### src/rtl/lm_sm_sequencer_if.sv
// Handshake bundle between the IF/ID stage and the LM/SM micro-op sequencer.
// The sequencer side (slave) consumes the instruction and drives the micro-op fields.
interface lm_sm_sequencer_if #(
    parameter int OFF_W = 16
);
    logic [15:0]      instr_in;
    logic             valid_in;
    logic             id_stall_in;
    logic             flush_in;
    logic             uop_valid_out;
    logic             is_lm_out;
    logic             is_sm_out;
    logic [2:0]       rd_addr_1_out;
    logic [2:0]       rd_addr_2_out;
    logic [2:0]       wr_add_out;
    logic             reg_write_out;
    logic             mem_rd_out;
    logic             mem_write_out;
    logic [OFF_W-1:0] addr_offset_out;
    logic             last_out;
    logic             stall_fetch;

    modport master (
        output instr_in, valid_in, id_stall_in, flush_in,
        input  uop_valid_out, is_lm_out, is_sm_out, rd_addr_1_out, rd_addr_2_out,
               wr_add_out, reg_write_out, mem_rd_out, mem_write_out,
               addr_offset_out, last_out, stall_fetch
    );

    modport slave (
        input  instr_in, valid_in, id_stall_in, flush_in,
        output uop_valid_out, is_lm_out, is_sm_out, rd_addr_1_out, rd_addr_2_out,
               wr_add_out, reg_write_out, mem_rd_out, mem_write_out,
               addr_offset_out, last_out, stall_fetch
    );
endinterface

### src/rtl/lm_sm_sequencer.sv
// Decode-stage expander: one LM/SM instruction becomes one micro-op per set bit of its
// register list, lowest register first, with fetch held until the final micro-op issues.
module lm_sm_sequencer #(
    parameter logic [3:0] OP_LM = 4'b0110,
    parameter logic [3:0] OP_SM = 4'b0111,
    parameter int         OFF_W = 16
) (
    input  logic              clk,
    input  logic              rst,
    lm_sm_sequencer_if.slave  bus
);
    typedef enum logic {IDLE, SEQ} state_t;

    state_t     state;
    logic       is_lm_q;
    logic [2:0] base_q;
    logic [7:0] mask_q;
    logic [3:0] count_q;

    logic [3:0] opcode;
    logic [7:0] cur_mask;
    logic [7:0] rest_mask;
    logic [3:0] cur_count;
    logic [2:0] cur_base;
    logic [2:0] cur_reg;
    logic       cur_lm;
    logic       active;
    logic       last;
    logic       unused_bit;

    function automatic logic [2:0] low_idx(input logic [7:0] m);
        low_idx = 3'd0;
        for (int i = 7; i >= 0; i--) begin
            if (m[i]) low_idx = 3'(i);
        end
    endfunction

    assign opcode     = bus.instr_in[15:12];
    assign unused_bit = bus.instr_in[8];

    // In IDLE the live instruction is decoded directly so the first micro-op costs no cycle.
    always_comb begin
        cur_mask  = 8'd0;
        cur_count = 4'd0;
        cur_base  = 3'd0;
        cur_lm    = 1'b0;
        if (state == IDLE) begin
            cur_lm   = (opcode == OP_LM);
            cur_base = bus.instr_in[11:9];
            if (bus.valid_in && !bus.flush_in && ((opcode == OP_LM) || (opcode == OP_SM)))
                cur_mask = bus.instr_in[7:0];
        end else begin
            cur_lm    = is_lm_q;
            cur_base  = base_q;
            cur_count = count_q;
            if (!bus.flush_in)
                cur_mask = mask_q;
        end
    end

    assign rest_mask = cur_mask & (cur_mask - 8'd1);
    assign last      = (rest_mask == 8'd0);
    assign active    = rst && (cur_mask != 8'd0);
    assign cur_reg   = low_idx(cur_mask);

    always_comb begin
        bus.uop_valid_out   = active;
        bus.is_lm_out       = active && cur_lm;
        bus.is_sm_out       = active && !cur_lm;
        bus.rd_addr_1_out   = active ? cur_base : 3'd0;
        bus.rd_addr_2_out   = (active && !cur_lm) ? cur_reg : 3'd0;
        bus.wr_add_out      = (active && cur_lm) ? cur_reg : 3'd0;
        bus.reg_write_out   = active && cur_lm;
        bus.mem_rd_out      = active && cur_lm;
        bus.mem_write_out   = active && !cur_lm;
        bus.addr_offset_out = active ? OFF_W'(cur_count) : '0;
        bus.last_out        = active && last;
        bus.stall_fetch     = active && !last;
    end

    // Sequence state advances only when ID/RR accepts the micro-op; flush overrides a stall.
    always_ff @(posedge clk or negedge rst) begin
        if (!rst) begin
            state   <= IDLE;
            is_lm_q <= 1'b0;
            base_q  <= 3'd0;
            mask_q  <= 8'd0;
            count_q <= 4'd0;
        end else if (bus.flush_in) begin
            state   <= IDLE;
            mask_q  <= 8'd0;
            count_q <= 4'd0;
        end else if (!bus.id_stall_in && active) begin
            if (state == IDLE) begin
                if (!last) begin
                    state   <= SEQ;
                    is_lm_q <= cur_lm;
                    base_q  <= cur_base;
                    mask_q  <= rest_mask;
                    count_q <= 4'd1;
                end
            end else begin
                mask_q  <= rest_mask;
                count_q <= count_q + 4'd1;
                if (last) begin
                    state   <= IDLE;
                    count_q <= 4'd0;
                end
            end
        end
    end
endmodule

### src/flat_wrapper.sv
// flat-port wrapper written by rule: the top's interface ports become plain ports
module lm_sm_sequencer_flat 
#(
    parameter logic [3:0] OP_LM = 4'b0110,
    parameter logic [3:0] OP_SM = 4'b0111,
    parameter int         OFF_W = 16
)
  (clk, rst, bus_instr_in, bus_valid_in, bus_id_stall_in, bus_flush_in, bus_uop_valid_out, bus_is_lm_out, bus_is_sm_out, bus_rd_addr_1_out, bus_rd_addr_2_out, bus_wr_add_out, bus_reg_write_out, bus_mem_rd_out, bus_mem_write_out, bus_addr_offset_out, bus_last_out, bus_stall_fetch);
  lm_sm_sequencer_if #(.OFF_W(OFF_W)) bus_i ();
  input  logic clk;
  input  logic rst;
  input wire logic [$bits(bus_i.instr_in)-1:0] bus_instr_in;
  input wire logic [$bits(bus_i.valid_in)-1:0] bus_valid_in;
  input wire logic [$bits(bus_i.id_stall_in)-1:0] bus_id_stall_in;
  input wire logic [$bits(bus_i.flush_in)-1:0] bus_flush_in;
  output wire logic [$bits(bus_i.uop_valid_out)-1:0] bus_uop_valid_out;
  output wire logic [$bits(bus_i.is_lm_out)-1:0] bus_is_lm_out;
  output wire logic [$bits(bus_i.is_sm_out)-1:0] bus_is_sm_out;
  output wire logic [$bits(bus_i.rd_addr_1_out)-1:0] bus_rd_addr_1_out;
  output wire logic [$bits(bus_i.rd_addr_2_out)-1:0] bus_rd_addr_2_out;
  output wire logic [$bits(bus_i.wr_add_out)-1:0] bus_wr_add_out;
  output wire logic [$bits(bus_i.reg_write_out)-1:0] bus_reg_write_out;
  output wire logic [$bits(bus_i.mem_rd_out)-1:0] bus_mem_rd_out;
  output wire logic [$bits(bus_i.mem_write_out)-1:0] bus_mem_write_out;
  output wire logic [$bits(bus_i.addr_offset_out)-1:0] bus_addr_offset_out;
  output wire logic [$bits(bus_i.last_out)-1:0] bus_last_out;
  output wire logic [$bits(bus_i.stall_fetch)-1:0] bus_stall_fetch;
  assign bus_i.instr_in = bus_instr_in;
  assign bus_i.valid_in = bus_valid_in;
  assign bus_i.id_stall_in = bus_id_stall_in;
  assign bus_i.flush_in = bus_flush_in;
  assign bus_uop_valid_out = bus_i.uop_valid_out;
  assign bus_is_lm_out = bus_i.is_lm_out;
  assign bus_is_sm_out = bus_i.is_sm_out;
  assign bus_rd_addr_1_out = bus_i.rd_addr_1_out;
  assign bus_rd_addr_2_out = bus_i.rd_addr_2_out;
  assign bus_wr_add_out = bus_i.wr_add_out;
  assign bus_reg_write_out = bus_i.reg_write_out;
  assign bus_mem_rd_out = bus_i.mem_rd_out;
  assign bus_mem_write_out = bus_i.mem_write_out;
  assign bus_addr_offset_out = bus_i.addr_offset_out;
  assign bus_last_out = bus_i.last_out;
  assign bus_stall_fetch = bus_i.stall_fetch;
  lm_sm_sequencer #(.OP_LM(OP_LM), .OP_SM(OP_SM), .OFF_W(OFF_W)) u_core (.clk(clk), .rst(rst), .bus(bus_i));
endmodule
### config.mk
export PLATFORM = sky130hd
export DESIGN_NAME = lm_sm_sequencer_flat
export DESIGN_NICKNAME = d
export VERILOG_FILES = /design/src/rtl/lm_sm_sequencer_if.sv /design/src/rtl/lm_sm_sequencer.sv /design/src/flat_wrapper.sv
export SDC_FILE = /design/constraint.sdc
export NUM_CORES = 1
export LEC_CHECK = 0
export BUFFER_PORTS_ARGS = -buffer_cell sky130_fd_sc_hd__buf_2
export CORE_MARGIN = 2
export CORE_UTILIZATION = 44
export DETAILED_ROUTE_END_ITERATION = 10
export PLACE_DENSITY = 0.7
export SLEW_MARGIN = 20
export SYNTH_ARGS = -nofsm -noshare
export SYNTH_HDL_FRONTEND = slang
export SYNTH_SLANG_ARGS = --single-unit
### constraint.sdc
create_clock -name clk -period 6.7 [get_ports clk]
set_clock_uncertainty 0.2 [all_clocks]
set_input_delay 0.67 -clock clk [delete_from_list [all_inputs] [get_ports clk]]
set_output_delay 0.67 -clock clk [all_outputs]
set_load 0.02 [all_outputs]
==> impl_metrics.ini, run 1 <==
[timing]
fin_hold_ws_ns = 0.0813
rsz0062_at_grt = false
relSlewSlack_pct = 46.7
finalCritPeriodShare_pct = 56.9
fmax_mhz = 262
fin_ws_ns = 2.89
worst_slew_pin_slew_ns = 0.793
finalSetupTns_ns = 0
hold_viol_final = 0
drv_slew = 0
setup_viol = 0
fin_crit_ns = 3.81

[synthesis]
synth_seq_cells = 16
netlist_instances = 186
synth-edff-count = 0
async_reset_ff_share_pct = 100
synthTopCellsByArea = dfrtp_1 (26%), mux2_4 (7.7%), buf_4 (7.2%)
synth.top_cell.area_share_pct = 25.7
ys_types = 55
dominantRegCellSynth = dfrtp_1
syn_avg_cell_area_um2 = 8.37
yosysWarnings = 0
synth_top_cell_by_area = dfrtp_1
synth.most_common_cell = nor2_1
synth_commonest_cells = nor2_1 (27), dfrtp_1 (16), buf_4 (15)
syn_area_um2 = 1560
seq_area_frac_synth_pct = 25.7

[clock_tree]
cts_tree = built
cts_inserted_buffers = 3
cts_resized = 0
h-tree-depth = 1
post_cts_buffers = 0
clkTransAtPathRegs_ns = 0.10
clock_latency_ns = 0.29
clock-sinks = 16
clockBufferDepth = 2
root_buffer = clkbuf_4
cts_hold_buffers = 0

[power]
p_int_uw = 142
p_total_uw = 200
p_comb_share_pct = 19.0
p_per_area_nw_per_um2 = 115
irDropWorstVdd_mv = 0.0660
power_switching_uw = 58.4
power_frac_seq_pct = 49.2
p_leak_nw = 0.790
swShare_pct = 29.2
clkPwrFrac_pct = 31.8

[cells_and_area]
antenna-diode-count = 0
multi_input_area_um2 = 1010
stdcell_count = 265
fill_cells = 342
utilization_pct = 51.6
post-route-cell-area_um2 = 1740
final-seq-area_um2 = 400
nets = 242
drive_gt1_share_pct = 27.9
area_delta_synth_final_pct = 11.5

[routing]
num_vias = 1494
dr.pass1.iters = 4
drt-vias-per-instance = 5.64
drtIter0Drc = 108
ant_nets = 0
drt_wl_total_mm = 3.90
drc = 0
drt-wirelength-per-cell_um = 14.7

[critical_path]
max_stage_delay_ns = 0.65
r2r-end = u_core.base_q[1]$_DFFE_PN0P_
arrival_ns = 2.94
crit_fanout = 19
crit_slowest_cell = dfrtp_1
required_ns = 5.83
crit_path_start_kind = flop
cp_cell_sequence = or3b_1, a211o_1, and2_1, a21o_1, inv_1, nand2_1, nor2_1, buf_2
crit_path_end_kind = primary output
worst-setup-path-type = flop to primary output
r2r-start = u_core.state$_DFFE_PN0P_
reg2reg_slack_ns = 3.50
reg2regPathDepth = 6

[die]
boundaryPins = 54
row_count = 21
start_util_pct = 46.3
die_area_um2 = 4030
die_w_um = 63.5
die_h_um = 63.5
core_um2 = 3360

[global_route]
grt_pass1_wl_mm = 6.44
grt.overflow.total = 0
gr-usage-all-layers_pct = 19.9
grt_max_degree = 20
antenna_found_initial = 0
grt_pass1_vias = 1355

[placed_design]
hpwl_mm = 2.97
io_buffer_count = 40
dpl_worst_slack_ns = 3.03
routabilityCongestion = 0.850
dp_cells = 261
dpl_cell_area_um2 = 1700

[outcome]
status = finished, final reports clean

[flow_run]
maxCapViolations = 0

[worst_hold_path]
hold_class = input port to asynchronous set/reset pin
sequential cells by signal, indices dropped and copies added, names as in the netlist:
register / flops
u_core.mask_q: 7
u_core.base_q: 3
u_core.state: 1
u_core.is_lm_q: 1
u_core.count_q: 4
kinds of logic (layout without fill, tap and decap cells):
group,after synthesis,in the layout,synth area share [%]
buffers and inverters,30,52,12.0
adders and majority gates,2,2,1.45
DFF,16,16,25.7
AOI/OAI and AO/OA,56,56,28.3
and+or+nand+nor,70,70,22.7
muxes,11,11,9.65
other,1,12,0.241
cells in the final DEF, fill, tap and decap left out, types with 2 or more instances in the layout:
| master | n |
|---|---|
| nand3b_1 | 2 |
| nor2_1 | 27 |
| conb_1 | 12 |
| o211ai_1 | 2 |
| o21a_1 | 2 |
| and3_1 | 4 |
| a221oi_1 | 2 |
| nand2_1 | 11 |
| a21o_1 | 2 |
| nor3_1 | 4 |
| buf_2 | 40 |
| clkbuf_4 | 3 |
| mux2i_1 | 3 |
| and2_1 | 4 |
| a21oi_1 | 10 |
| o22ai_1 | 3 |
| a31o_2 | 3 |
| a211oi_1 | 3 |
| a22oi_1 | 5 |
| nand3_1 | 4 |
| nand2b_1 | 3 |
| o21ai_0 | 7 |
| and3b_1 | 2 |
| inv_1 | 8 |
| a31oi_1 | 2 |
| mux2_4 | 8 |
| dfrtp_1 | 16 |
worst max-delay path by stage:
| stage | end | startpoint | cells past startpoint |
|---|---|---|---|
| after floorplan | bus_mem_rd_out | bus_flush_in | 10 |
| after global placement | bus_reg_write_out | bus_instr_in[0] | 9 |
| after detailed placement | bus_reg_write_out | bus_instr_in[0] | 9 |
| after CTS | bus_rd_addr_2_out[0] | u_core.state$_DFFE_PN0P_ | 8 |
| after global routing | bus_wr_add_out[2] | u_core.state$_DFFE_PN0P_ | 8 |
| final | bus_rd_addr_2_out[0] | u_core.state$_DFFE_PN0P_ | 8 |
worst max-delay path: cells and delay by family (launching register included):
| family | cells | cell delay, ns |
|---|---|---|
| AO/OA/AOI/OAI | 2 | 0.59 |
| buffers and inverters | 2 | 0.36 |
| AND/OR/NAND/NOR | 4 | 1.04 |
| flip-flops | 1 | 0.65 |
power by group through the flow:
stage | Clock [mW] | Sequential [mW] | Combinational (mW)
2_1_floorplan | 0 | 0.0993 | 0.0300
5_1_grt | 0.0706 | 0.0986 | 0.0417
3_5_place_dp | 0 | 0.100 | 0.0375
4_1_cts | 0.0648 | 0.0984 | 0.0376
3_3_place_gp | 0 | 0.100 | 0.0370
6_report | 0.0637 | 0.0984 | 0.0380
metal layers:
metal | share of wire, % | GRT usage, % | up-vias
li1 | - | - | 728
met1 | 44 | 27.5 | 692
met2 | 46 | 31.3 | 70
met3 | 8.9 | 5.18 | 4
met4 | 0.74 | 3.80 | 0
met5 | 0 | 0 | -
final cells by class:
cell class                 instances  share of cell area (%)
sequential                        16                    23.1
clock buffer                       4                    2.09
multi-input combinational        151                    58.3
timing repair buffer              40                    11.5
tap                               46                    3.32
inverter                           8                    1.73
Power figures use the tool's default switching activity.
==> run 2: changes to the inputs <==
- PLACE_DENSITY: 0.7 -> 0.72
- clock period: 6.7 -> 3.5 ns (I/O delays scaled with it)
==> impl_metrics.ini, run 2 (same netlist as run 1, synthesis figures left out) <==
[power]
p_comb_share_pct = 19.7
p_per_area_nw_per_um2 = 214
clkPwrFrac_pct = 31.1
p_int_uw = 273
power_frac_seq_pct = 49.2
p_leak_nw = 0.816
irDropWorstVdd_mv = 0.164
swShare_pct = 28.2
power_switching_uw = 107

[global_route]
antenna_found_initial = 0
gr-usage-all-layers_pct = 19.9
grt.overflow.total = 0
grt_pass1_vias = 1375
grt_max_degree = 18
grt_pass1_wl_mm = 6.41

[critical_path]
worstPathBufferInverterCount = 2
arrival_ns = 2.66
worst-setup-path-type = flop to primary output
r2r-start = u_core.state$_DFFE_PN0P_
cp_top_family = simple AND/OR/NAND/NOR gates
reg2regPathDepth = 6
crit_fanout = 9
crit_path_start_kind = flop
r2r-end = u_core.base_q[0]$_DFFE_PN0P_
cp_cell_sequence = or3b_1, a211o_1, and2_1, a21o_1, inv_1, nand2_1, nor2_1, buf_2
crit_slowest_cell = dfrtp_1
crit_path_end_kind = primary output
required_ns = 2.95
max_stage_delay_ns = 0.49
reg2reg_slack_ns = 0.57

[cells_and_area]
mostFrequentLayoutCell = buf_2
largest_reg_flops = 7
nets = 247
final_cell_mix = buf_2 (40), nor2_1 (27), dfrtp_1 (16), conb_1 (12), nand2_1 (11)
regMostFlops = u_core.mask_q
drive_gt1_share_pct = 29.0
area_delta_synth_final_pct = 14.1
top_regs = u_core.mask_q (7), u_core.count_q (4), u_core.base_q (3)
antenna-diode-count = 0

[worst_hold_path]
hold_class = input port to flop
holdCritStartpoint = bus_instr_in[10]
holdPathEnd = u_core.base_q[1]$_DFFE_PN0P_
hold_depth = 2

[routing]
dr.pass1.iters = 4
wl_met1_mm = 1.62
drt-wirelength-per-cell_um = 14.0
wl_met2_mm = 1.76
wl_met3_um = 376
num_vias = 1517
topRoutingLayerUsed = met4
ant_nets = 0
drt-vias-per-instance = 5.62
drc = 0
drtIter0Drc = 66
drt_wl_total_mm = 3.78

[timing]
finalSetupTns_ns = 0
fin_crit_ns = 3.21
drv_slew = 0
hold_viol_final = 0
relSlewSlack_pct = 65.7
rsz0062_at_grt = false
finalCritPeriodShare_pct = 91.6
fmax_mhz = 312
fin_hold_ws_ns = 0.113
worst_slew_pin_slew_ns = 0.513
setup_viol = 0

[die]
row_count = 21
die_h_um = 63.5
die_w_um = 63.5
boundaryPins = 54
core_um2 = 3360
start_util_pct = 46.3
die_area_um2 = 4030

[placed_design]
hpwl_mm = 2.98
io_buffer_count = 40
routabilityCongestion = 0.882

[clock_tree]
clock_latency_ns = 0.28
cts_resized = 0
clockBufferDepth = 2
cts_tree = built
root_buffer = clkbuf_4
h-tree-depth = 1
clock-sinks = 16
cts_inserted_buffers = 3
clkTransAtPathRegs_ns = 0.08

[outcome]
status = finished, final reports clean

[flow_run]
maxCapViolations = 0
-- run 2: changes by cell type in the layout (fill, tap and decap cells not counted) --
| cell | change |
|---|---|
| dlygate4sd3_1 | +1 |
| buf_4 | +4 |
-- run 2: metal layers --
| metal | track usage, % | up-vias |
|---|---|---|
| li1 | - | 734 |
| met1 | 27.5 | 703 |
| met2 | 32.0 | 76 |
| met3 | 4.82 | 4 |
| met4 | 3.80 | 0 |
| met5 | 0 | - |
-- run 2: worst max path at each step --
stage | start | to | slack, ns | depth (start not counted)
finish | u_core.state$_DFFE_PN0P_ | bus_rd_addr_2_out[2] | 0.29 | 8
global route | u_core.state$_DFFE_PN0P_ | bus_rd_addr_2_out[0] | 0.09 | 8
CTS | u_core.state$_DFFE_PN0P_ | bus_rd_addr_2_out[0] | 0.29 | 8
detailed placement | bus_flush_in | bus_rd_addr_2_out[0] | 0.54 | 9
global placement | bus_flush_in | u_core.base_q[0]$_DFFE_PN0P_ | 0.56 | 7
floorplan | u_core.state$_DFFE_PN0P_ | bus_mem_rd_out | 0.57 | 10
-- run 2: cell type report --
class	count	area, um2
inverter	8	30.0
multi-input combinational	151	1010
tap	46	57.6
sequential	16	400
timing repair buffer	45	240
fill	326	1590
clock buffer	4	36.3
-- run 2: worst register-to-register path, cell delays in order (launching register included) --
cell,delay (ns)
dfrtp_1,0.49
or3b_1,0.49
o32ai_1,0.47
o21ai_0,0.22
o211ai_1,0.25
and3_1,0.38
mux2_4,0.33
-- run 2: power groups by stage --
| stage | Combinational, mW | Sequential, mW | Clock (mW) |
|---|---|---|---|
| floorplan | 0.0573 | 0.190 | 0 |
| global placement | 0.0731 | 0.191 | 0 |
| detailed placement | 0.0735 | 0.191 | 0 |
| CTS | 0.0746 | 0.187 | 0.123 |
| global route | 0.0825 | 0.188 | 0.131 |
| finish | 0.0749 | 0.187 | 0.118 |
-- run 2: through the flow --
| stage | cell area [um2] | util (%) | worst slack (ns) | cells | power (mW) |
|---|---|---|---|---|---|
| 6_report | 1780 | 52.8 | 0.294 | 270 | 0.380 |
| 5_1_grt | 1780 | 52.8 | 0.0899 | 270 | 0.401 |
| 4_1_cts | 1780 | 52.8 | 0.289 | 270 | 0.385 |
| 3_5_place_dp | 1730 | 51.4 | 0.539 | 265 | 0.264 |
| 3_3_place_gp | 1730 | 51.4 | 0.556 | 265 | 0.264 |
| 2_1_floorplan | 1600 | - | 0.568 | 197 | 0.248 |
-- run 2: repair_timing --
action | 4_1_cts | 5_1_grt
setup buffers | 0 | 0
endpoints found under the hold margin | 16 | 0
setup endpoints to repair | 0 | 0
hold buffers | 1 | 0
